<file path="config.mk">
export PLATFORM = sky130hd
export DESIGN_NAME = ucrn_counter
export DESIGN_NICKNAME = d
export VERILOG_FILES = /design/src/rtl/ucr_pkg.sv /design/src/rtl/ucrn_tc.sv /design/src/rtl/ucrn_counter.sv
export SDC_FILE = /design/constraint.sdc
export NUM_CORES = 1
export LEC_CHECK = 0
export CORE_MARGIN = 4
export CORE_UTILIZATION = 35
export CTS_BUF_LIST = sky130_fd_sc_hd__clkbuf_4 sky130_fd_sc_hd__clkbuf_8
export CTS_CLUSTER_DIAMETER = 40
export DETAILED_ROUTE_END_ITERATION = 7
export GPL_ROUTABILITY_DRIVEN = 0
export HOLD_SLACK_MARGIN = 0.12
export PLACE_DENSITY = 0.69
export SLEW_MARGIN = 20
export SYNTH_ARGS = -nofsm -noshare
export SYNTH_HDL_FRONTEND = slang
export SYNTH_SLANG_ARGS = --single-unit
</file>
<file path="constraint.sdc">
create_clock -name CLK -period 2.55 [get_ports CLK]
set_clock_uncertainty 0.1 [all_clocks]
set_input_delay 0.765 -clock CLK [delete_from_list [all_inputs] [get_ports CLK]]
set_output_delay 0.765 -clock CLK [all_outputs]
set_load 0.005 [all_outputs]
</file>
<file path="src/rtl/ucr_pkg.sv">
// Shared types and limits for the universal counter family.
package ucr_pkg;

  typedef enum logic [0:1] {
    UCR_LOAD = 2'b00,
    UCR_DEC  = 2'b01,
    UCR_INC  = 2'b10,
    UCR_HOLD = 2'b11
  } ucr_sel_t;

  localparam int unsigned UCR_MIN_WIDTH = 2;
  localparam int unsigned UCR_MAX_WIDTH = 36;

endpackage

</file>
<file path="src/rtl/ucrn_tc.sv">
// Combinational terminal-count and lookahead carry/borrow for one counter stage.
module ucrn_tc
  import ucr_pkg::*;
#(
  parameter int unsigned          WIDTH   = 4,
  parameter logic [WIDTH-1:0]     TERM_HI = '1
) (
  input  logic [WIDTH-1:0] q_i,
  input  ucr_sel_t         sel_i,
  input  logic             cin_i,
  output logic             tc_o,
  output logic             cout_o
);

  logic at_hi;
  logic at_lo;

  assign at_hi = (q_i == TERM_HI);
  assign at_lo = (q_i == '0);

  // Terminal count depends only on mode and Q; carry gates it with the enable.
  always_comb begin
    tc_o   = 1'b0;
    cout_o = 1'b0;
    case (sel_i)
      UCR_LOAD: begin
        tc_o   = 1'b1;
        cout_o = 1'b1;
      end
      UCR_DEC: begin
        tc_o   = at_lo;
        cout_o = cin_i & at_lo;
      end
      UCR_INC: begin
        tc_o   = at_hi;
        cout_o = cin_i & at_hi;
      end
      UCR_HOLD: begin
        tc_o   = 1'b0;
        cout_o = 1'b0;
      end
    endcase
  end

endmodule

</file>
<file path="src/rtl/ucrn_counter.sv">
// WIDTH-bit universal up/down counter: load/dec/inc/hold, programmable modulus,
// wrap or saturate at terminal count, sticky wrap flag, lookahead carry out.
module ucrn_counter
  import ucr_pkg::*;
#(
  parameter int unsigned      WIDTH     = 4,
  parameter longint unsigned  MODULUS   = 64'd1 << WIDTH,
  parameter bit               SATURATE  = 1'b0,
  parameter longint unsigned  RESET_VAL = 64'd0
) (
  input  logic             CLK,
  input  logic             RESET,
  input  logic             CLR,
  input  logic [0:WIDTH-1] D,
  input  logic [0:1]       SEL,
  input  logic             CIN,
  input  logic             WRAP_CLR,
  output logic [0:WIDTH-1] Q,
  output logic             COUT,
  output logic             TC,
  output logic             WRAP
);

  localparam longint unsigned  FULL_RANGE = 64'd1 << WIDTH;
  localparam logic [WIDTH-1:0] MAX_Q      = WIDTH'(MODULUS - 64'd1);
  localparam logic [WIDTH-1:0] RST_Q      = WIDTH'(RESET_VAL);

  // Reject illegal parameterisations at elaboration.
  if (WIDTH < UCR_MIN_WIDTH || WIDTH > UCR_MAX_WIDTH) begin : g_bad_width
    $error("ucrn_counter: WIDTH out of range");
  end
  if (MODULUS < 64'd2 || MODULUS > FULL_RANGE) begin : g_bad_modulus
    $error("ucrn_counter: MODULUS out of range");
  end
  if (RESET_VAL >= MODULUS) begin : g_bad_reset_val
    $error("ucrn_counter: RESET_VAL must be below MODULUS");
  end

  ucr_sel_t         sel;
  logic [WIDTH-1:0] d;
  logic [WIDTH-1:0] q_q;
  logic [WIDTH-1:0] q_d;
  logic             wrap_q;
  logic             wrap_d;

  // Ascending-range ports map MSB-first onto the descending internal vectors.
  assign sel  = ucr_sel_t'(SEL);
  assign d    = D;
  assign Q    = q_q;
  assign WRAP = wrap_q;

  // Next count and sticky flag; clear dominates, a wrap set beats WRAP_CLR.
  always_comb begin
    q_d    = q_q;
    wrap_d = wrap_q;
    if (CLR) begin
      q_d    = '0;
      wrap_d = 1'b0;
    end else begin
      if (WRAP_CLR) wrap_d = 1'b0;
      case (sel)
        UCR_LOAD: q_d = (64'(d) < MODULUS) ? d : MAX_Q;
        UCR_DEC: begin
          if (CIN) begin
            if (q_q == '0) begin
              q_d    = SATURATE ? q_q : MAX_Q;
              wrap_d = 1'b1;
            end else begin
              q_d = q_q - WIDTH'(1);
            end
          end
        end
        UCR_INC: begin
          if (CIN) begin
            if (q_q == MAX_Q) begin
              q_d    = SATURATE ? q_q : '0;
              wrap_d = 1'b1;
            end else begin
              q_d = q_q + WIDTH'(1);
            end
          end
        end
        UCR_HOLD: q_d = q_q;
      endcase
    end
  end

  // Count and flag registers with asynchronous reset.
  always_ff @(posedge CLK or posedge RESET) begin
    if (RESET) begin
      q_q    <= RST_Q;
      wrap_q <= 1'b0;
    end else begin
      q_q    <= q_d;
      wrap_q <= wrap_d;
    end
  end

  ucrn_tc #(
    .WIDTH   (WIDTH),
    .TERM_HI (MAX_Q)
  ) u_tc (
    .q_i    (q_q),
    .sel_i  (sel),
    .cin_i  (CIN),
    .tc_o   (TC),
    .cout_o (COUT)
  );

endmodule

</file>
After elaboration in Yosys (flattened, before gate mapping)
Index checks and enable logic that the tools add are counted.
{"block": "totals", "regBits": 5, "wordCells": 31}
{"block": "classes", "addsub": 2, "reduce_logical": 3, "n_bitwise": 2, "mux": 15, "eq_ne": 7}
{"cell": "$mux W4", "count": 5}
{"cell": "$pmux W4 S3", "count": 1}
{"cell": "$pmux W1 S4", "count": 2}
{"cell": "$mux W1", "count": 6}
{"cell": "$ne A3 B3 Y1 const B", "count": 2}
{"cell": "$add A4 B1 Y4 const B", "count": 1}
{"cell": "$eq A2 B2 Y1 const B", "count": 2}
{"cell": "$eq A4 B4 Y1 const B", "count": 1}
{"cell": "$logic_not A4 Y1", "count": 1}
{"cell": "$sub A4 B1 Y4 const B", "count": 1}
{"cell": "$reduce_and A3 Y1", "count": 1}
{"cell": "$and A1 B1 Y1", "count": 2}
{"cell": "$eq A2 B1 Y1 const B", "count": 1}
{"cell": "$logic_not A2 Y1", "count": 1}
{"cell": "$ne A2 B2 Y1 const B", "count": 1}
{"cell": "$pmux W1 S2", "count": 1}

Logic depth before layout (Yosys ltp)
Gate-level depths: netlist of the first run.
{"block": "depth", "ltp_word": 5, "ltp_mapped": 7, "mapped_depth_nobuf": 6}

By module
From an unflattened synthesis of the first run, not the netlist that was laid out.
{"block": "hier_totals", "cells_unflattened": 72, "area_unflattened_um2": 600.6}
{"module": "ucrn_counter", "instances": 1, "cells_per_inst": 57, "area_per_inst_um2": 489.2}
{"module": "ucrn_tc", "instances": 1, "cells_per_inst": 15, "area_per_inst_um2": 111.4}

Worst setup path after synthesis of the first run
No wires, ideal clock.
{"block": "synth_path", "path_type": "input-to-output", "start": "in SEL[1] (netlist bit)", "end": "out COUT", "path_buffers": 1, "arrival_time_ps": 1529, "slack_ps": 156, "t_required_ps": 1685, "stages": 6, "path_cell_list": "inv_1 ha_1 buf_6 o41ai_1 nand3_1 o21ai_1"}
{"block": "synth_via", "elab_chain_len": 2, "elab_cells_between_ends": 5}
{"item": "from (decl)", "line_no": "ucrn_counter.sv:15", "rtl": "input logic [0:1] SEL,"}
{"item": "$eq A2 B2 Y1, or another cell as far along", "line_no": "ucrn_tc.sv:25", "rtl": "case (sel_i)"}
{"item": "$pmux W1 S4 *", "line_no": "ucrn_tc.sv:25"}
{"item": "to (decl)", "line_no": "ucrn_counter.sv:19", "rtl": "output logic COUT,"}
Mark *: on every way between the ends. The rest lies on a longest branch, timed or not.

Final worst setup path of the first run
{"block": "layout_path", "start": "in SEL[1] (netlist bit)", "end": "out TC"}
{"block": "layout_via", "elab_chain_len": 2, "elab_cells_between_ends": 5}
{"item": "$eq A2 B2 Y1, or another cell as far along", "line_no": "ucrn_tc.sv:25"}
{"item": "$pmux W1 S4 *", "line_no": "ucrn_tc.sv:25"}
{"item": "to (decl)", "line_no": "ucrn_counter.sv:20", "rtl": "output logic TC,"}
Marked as above.

==> results of run 1 <==
[final cells by class]
class / count / share of cell area, %
Multi-Input combinational cell: 49 / 42.5
Clock buffer: 4 / 3.08
Tap cell: 15 / 1.93
Timing Repair Buffer: 41 / 35.6
Inverter: 9 / 3.98
Sequential cell: 5 / 12.9
[state kept, by name (all words and copies together) (netlist names)]
register / flops
WRAP: 1
Q: 4
[logic make-up after synthesis]
| kind of cell | share of synthesized area (%) |
|---|---|
| AO/OA/AOI/OAI | 31.1 |
| AND/OR/NAND/NOR | 17.7 |
| buffers and inverters | 10.6 |
| adder cells (fa/ha/maj) | 13.8 |
| flip-flops | 23.0 |
| multiplexers | 3.69 |
[critical path, cell delays in order]
cell,delay (ns)
buf_8,0.09
inv_6,0.03
ha_4,0.15
nand4_1,0.19
o31ai_4,0.11
or2_1,0.22
buf_2,0.13
[path summary, 6_finish.rpt]
path,to,slack (ns),cells past startpoint
setup / recovery,TC,-0.0007,7
hold / removal,WRAP,0.45,2
setup reg to reg,Q[1],0.74,7
hold reg to reg,WRAP,0.45,2
max in group asynchronous,Q[2],1.55,2
min in group asynchronous,WRAP,0.62,2
[stage by stage]
step | cell area, sq um | TNS, ns | worst slack [ns]
global route | 973 | -0.138 | -0.0846
finish | 973 | -0.000663 | -0.000663
detailed placement | 851 | -2.06 | -0.853
global placement | 851 | -1.93 | -0.850
floorplan | 543 | 0 | 0.156
CTS | 950 | 0 | 0.0177
[cell usage in the layout, fill, tap and decap left out, drive strengths merged]
master / count
o211ai: 1
nor4b: 1
inv: 9
a221o: 1
o31ai: 2
nand2b: 1
a211oi: 2
o311ai: 1
o21bai: 2
ha: 6
nor2b: 1
nand2: 5
nand3: 5
or4: 1
buf: 28
clkdlybuf4s50: 13
clkbuf: 4
nand3b: 1
dfrtp: 5
o21ai: 3
a21oi: 4
o21a: 1
a21boi: 1
o41ai: 1
nor2: 1
o21ba: 1
or2: 1
mux2i: 2
nand4: 1
a21o: 1
a221oi: 1
a311oi: 1
[metal layers]
metal,GRT usage [%],vias to the layer above
li1,-,326
met1,18.6,301
met2,31.6,33
met3,5.36,0
met4,3.31,0
met5,0,-
[where the power goes]
part           internal [mW]  switching (mW)
Combinational          0.101          0.0775
Clock                 0.0699          0.0348
Sequential            0.0864         0.00883
Total                  0.258           0.121
[what timing repair did]
action                                  4_1_cts  5_1_grt
gates cloned                                  0        0
resized for setup                            31        3
pin swaps                                     4        2
endpoints found under the setup margin        2        2
hold buffers                                  0        0
setup buffers                                 3        2
==> impl_metrics.ini, run 1 <==
[timing]
layout_min_cycle_time_ns = 2.55
finalHoldViolCount = 0
timing.final.crit_share_pct = 100
setup_ws_ns = -0.000663
slew-limit-headroom_pct = 78.5
finalSetupViolCount = 1
tightest_slew_ns = 0.319
max_freq_mhz = 392
hold_ws_ns = 0.449
drv_slew = 0
grt_setup_unrepaired = yes

[clocking]
cts_made_buffers = 3
cts_buffer_depth = 2
root_buffer = clkbuf_4
cts_tree = done
htreeDepth = 1
clock_latency_ns = 0.24
clock_sinks = 5
clkTransAtPathRegs_ns = 0.05

[critical_path]
r2r-start = Q[3]
cp_max_fo = 3
crit_arrival_ns = 1.69
end_kind = output pin
start_kind = input port
path_class = input port to output pin
crit_required_ns = 1.69
cp-startpoint = SEL[1]

[route]
drc = 0
final_antenna_net_count = 0
wirelength_um = 1700
dr.pass1.iters = 4
top_layer = met3
dr_wl_met2_um = 874
route.met3.wl_um = 148
vias = 660
m1WireLength_um = 673
wl_per_cell_um = 13.8
first_iter_violations = 44
vias_per_cell = 5.37

[run_status]
failed_checks = setup timing
run_status = finished, violations left

[floorplan]
fp.dieH_um = 47.4
ios = 18
start_util_pct = 39.3
die-area_sq_um = 2250
num_rows = 13
coreArea_sq_um = 1380
fp.dieW_um = 47.4

[yosys]
synth_most_common_cell = inv_1
ys_ff_latch = 5
seq_area_frac_synth_pct = 23.0
synthesis.area_sq_um = 543
synth_area_leader_cell = dfrtp_1
syn_area_per_cell_sq_um = 8.23
synth_cell_types = 35
synthTopCellsByArea = dfrtp_1 23%, ha_1 14%, inv_1 4.8%
synth_edf_count = 0
synth_fp_nets = 83
synth_ff_type = dfrtp_1
yosysTopAreaCellShare_pct = 23.0
syn_inst = 66
async_reset_ff_share_pct = 100
synth_top_cells_by_count = 7 x inv_1, 6 x ha_1, 5 x dfrtp_1, 5 x nand2_1, 5 x nand3_1
yosys_warnings = 0

[placement]
io_buffers = 17
hpwl_um = 1230
place_inst = 114

[final_layout]
multi_input_area_sq_um = 414
antenna_cells = 0
drive_gt1_share_pct = 40.7
fin_util_pct = 70.4
fillerInstances = 121
layoutNonFillerInstCount = 123
seq_area_sq_um = 125
final_nets = 126
areaGrowthSynthToFinish_pct = 79.3

[power_and_ir_drop]
power_leakage_nw = 0.447
total_power_mw = 0.379
power_per_cell_area_nw_per_um2 = 389
ir_drop_v = 0.000242

[worst_hold_path]
min_from = WRAP
hp-class = flop to flop

[flow_run]
cap_violations = 0

[grt]
grt_pass1_wl_um = 2660
grt_pass1_vias = 635
grt_max_degree = 10
antenna_found_initial = 0
grt.total_usage_pct = 16.9
grt-ovfl-total = 0
Power figures use the tool's default switching activity.
==> inputs of run 2 (changes only) <==
--- a/constraint.sdc
+++ b/constraint.sdc
@@ -4,2 +4,2 @@
 set_output_delay 0.765 -clock CLK [all_outputs]
-set_load 0.005 [all_outputs]
+set_load 0.02 [all_outputs]
==> run 2 against run 1 <==
  * The run still ends with setup timing left
  * Final area rose by 1.3%
  * First-iteration DRC count fell by 43%
  * Critical path type unchanged
  * Via count rose by 4.1%
  * Largest power group unchanged
  * Clock power rose by 4%
==> impl_metrics.ini, run 2 (synthesized netlist as in run 1, its figures left out) <==
[run_status]
run_status = finished, violations left
failed_checks = setup timing

[grt]
grt.total_usage_pct = 18.0
grt_pass1_wl_um = 2820
grt-ovfl-total = 0
grt_max_degree = 11
antenna_found_initial = 0
grt_pass1_vias = 623

[power_and_ir_drop]
power_per_cell_area_nw_per_um2 = 409
power_leakage_nw = 0.460
ir_drop_v = 0.000344

[timing]
grt_setup_unrepaired = yes
layout_min_cycle_time_ns = 2.58
setup_tns_ns = -0.0295
finalHoldViolCount = 0
tightest_slew_ns = 0.308
drv_slew = 0
setup_ws_ns = -0.0295
timing.final.crit_share_pct = 101
finalSetupViolCount = 1
slew-limit-headroom_pct = 79.2
max_freq_mhz = 388

[floorplan]
fp.dieW_um = 47.4
start_util_pct = 39.3
die-area_sq_um = 2250
ios = 18
fp.dieH_um = 47.4
coreArea_sq_um = 1380
num_rows = 13

[clocking]
cts_made_buffers = 3
clock_latency_ns = 0.25
clkTransAtPathRegs_ns = 0.05
cts_tree = done
ctsHoldBuffers = 0
root_buffer = clkbuf_4
cts_buffer_depth = 2
htreeDepth = 1
clock_sinks = 5

[final_layout]
drive_gt1_share_pct = 41.8
multi_input_area_sq_um = 415
layout_commonest_cell = buf_4
fillerInstances = 97
layout_common_cells = 27 x buf_4, 13 x clkdlybuf4s50_1, 5 x dfrtp_1, 5 x nand3_1, 5 x inv_1
seq_area_sq_um = 125
final_nets = 128
largest_reg_flops = 4
fin_util_pct = 71.3
areaGrowthSynthToFinish_pct = 81.6
antenna_cells = 0

[route]
drc = 0
vias_per_cell = 5.50
wirelength_um = 1790
dr.pass1.iters = 4
final_antenna_net_count = 0
wl_per_cell_um = 14.3
vias = 687
first_iter_violations = 25

[placement]
hpwl_um = 1230
pre_cts_slack_ns = -0.973
io_buffers = 17

[flow_run]
cap_violations = 0

[critical_path]
path_class = input port to output pin
cpPeakStageDelay_ns = 0.26
cp_slowest_cell = o31ai_2
crit_arrival_ns = 1.71
crit_buf_inv = 3
cp_max_fo = 3
cp_top_family = buffers and inverters
end_kind = output pin
path_cells = buf_2, inv_2, ha_4, nand2_2, o31ai_2, or2_1, buf_6
start_kind = input port
crit_required_ns = 1.69

[worst_hold_path]
hp-class = flop to flop
-- run 2: cell type report --
| class | instances | area share, % |
|---|---|---|
| multi-input combinational | 49 | 42.1 |
| timing repair buffer | 43 | 36.5 |
| sequential | 5 | 12.7 |
| inverter | 9 | 3.68 |
| clock buffer | 4 | 3.05 |
| tap | 15 | 1.90 |
-- run 2: through the flow --
stage	hold WS, ns	std cells	power, mW	area [sq um]
after global routing	0.520	125	0.429	986
after global placement	0.444	113	0.264	843
after floorplan	0.444	66	0.180	543
final	0.463	125	0.403	986
after CTS	0.461	124	0.396	976
after detailed placement	0.450	113	0.266	843
-- run 2: report_power, final --
part	switching [mW]	leakage [nW]	internal [mW]	total [mW]
clock network	0.0386	0.0184	0.0702	0.109
registers	0.00800	0.0664	0.0864	0.0944
logic	0.0930	0.375	0.107	0.200
-- run 2: what timing repair did --
item,in CTS,in global routing
resized for setup,32,1
pin swaps,4,1
hold endpoints to repair,0,0
setup buffers,7,1
setup endpoints to repair,2,2
-- run 2: routing by layer --
| metal | wire (um) | vias up | track usage [%] |
|---|---|---|---|
| li1 | - | 329 | - |
| met3 | 169 | 4 | 6.90 |
| met5 | 0 | - | 0 |
| met2 | 838 | 43 | 27.0 |
| met4 | 37 | 0 | 6.08 |
| met1 | 748 | 311 | 23.5 |
-- run 2: final timing paths --
check                           slack (ns)  startpoint  cells after the start  endpoint
worst max-delay path                 -0.03      SEL[0]                      7        TC
worst min-delay path                  0.46        WRAP                      2      WRAP
worst max register to register        0.32        Q[3]                     13      WRAP
worst min register to register        0.46        WRAP                      2      WRAP
max in group asynchronous             1.56       RESET                      2      Q[2]
min in group asynchronous             0.62       RESET                      2      Q[0]
-- run 2: tightest hold or removal path: cells and delay by family (launching register included) --
family	cells	cell delay, ns
DFF	1	0.38
and+or+nand+nor	1	0.09
AOI/OAI and AO/OA	1	0.05
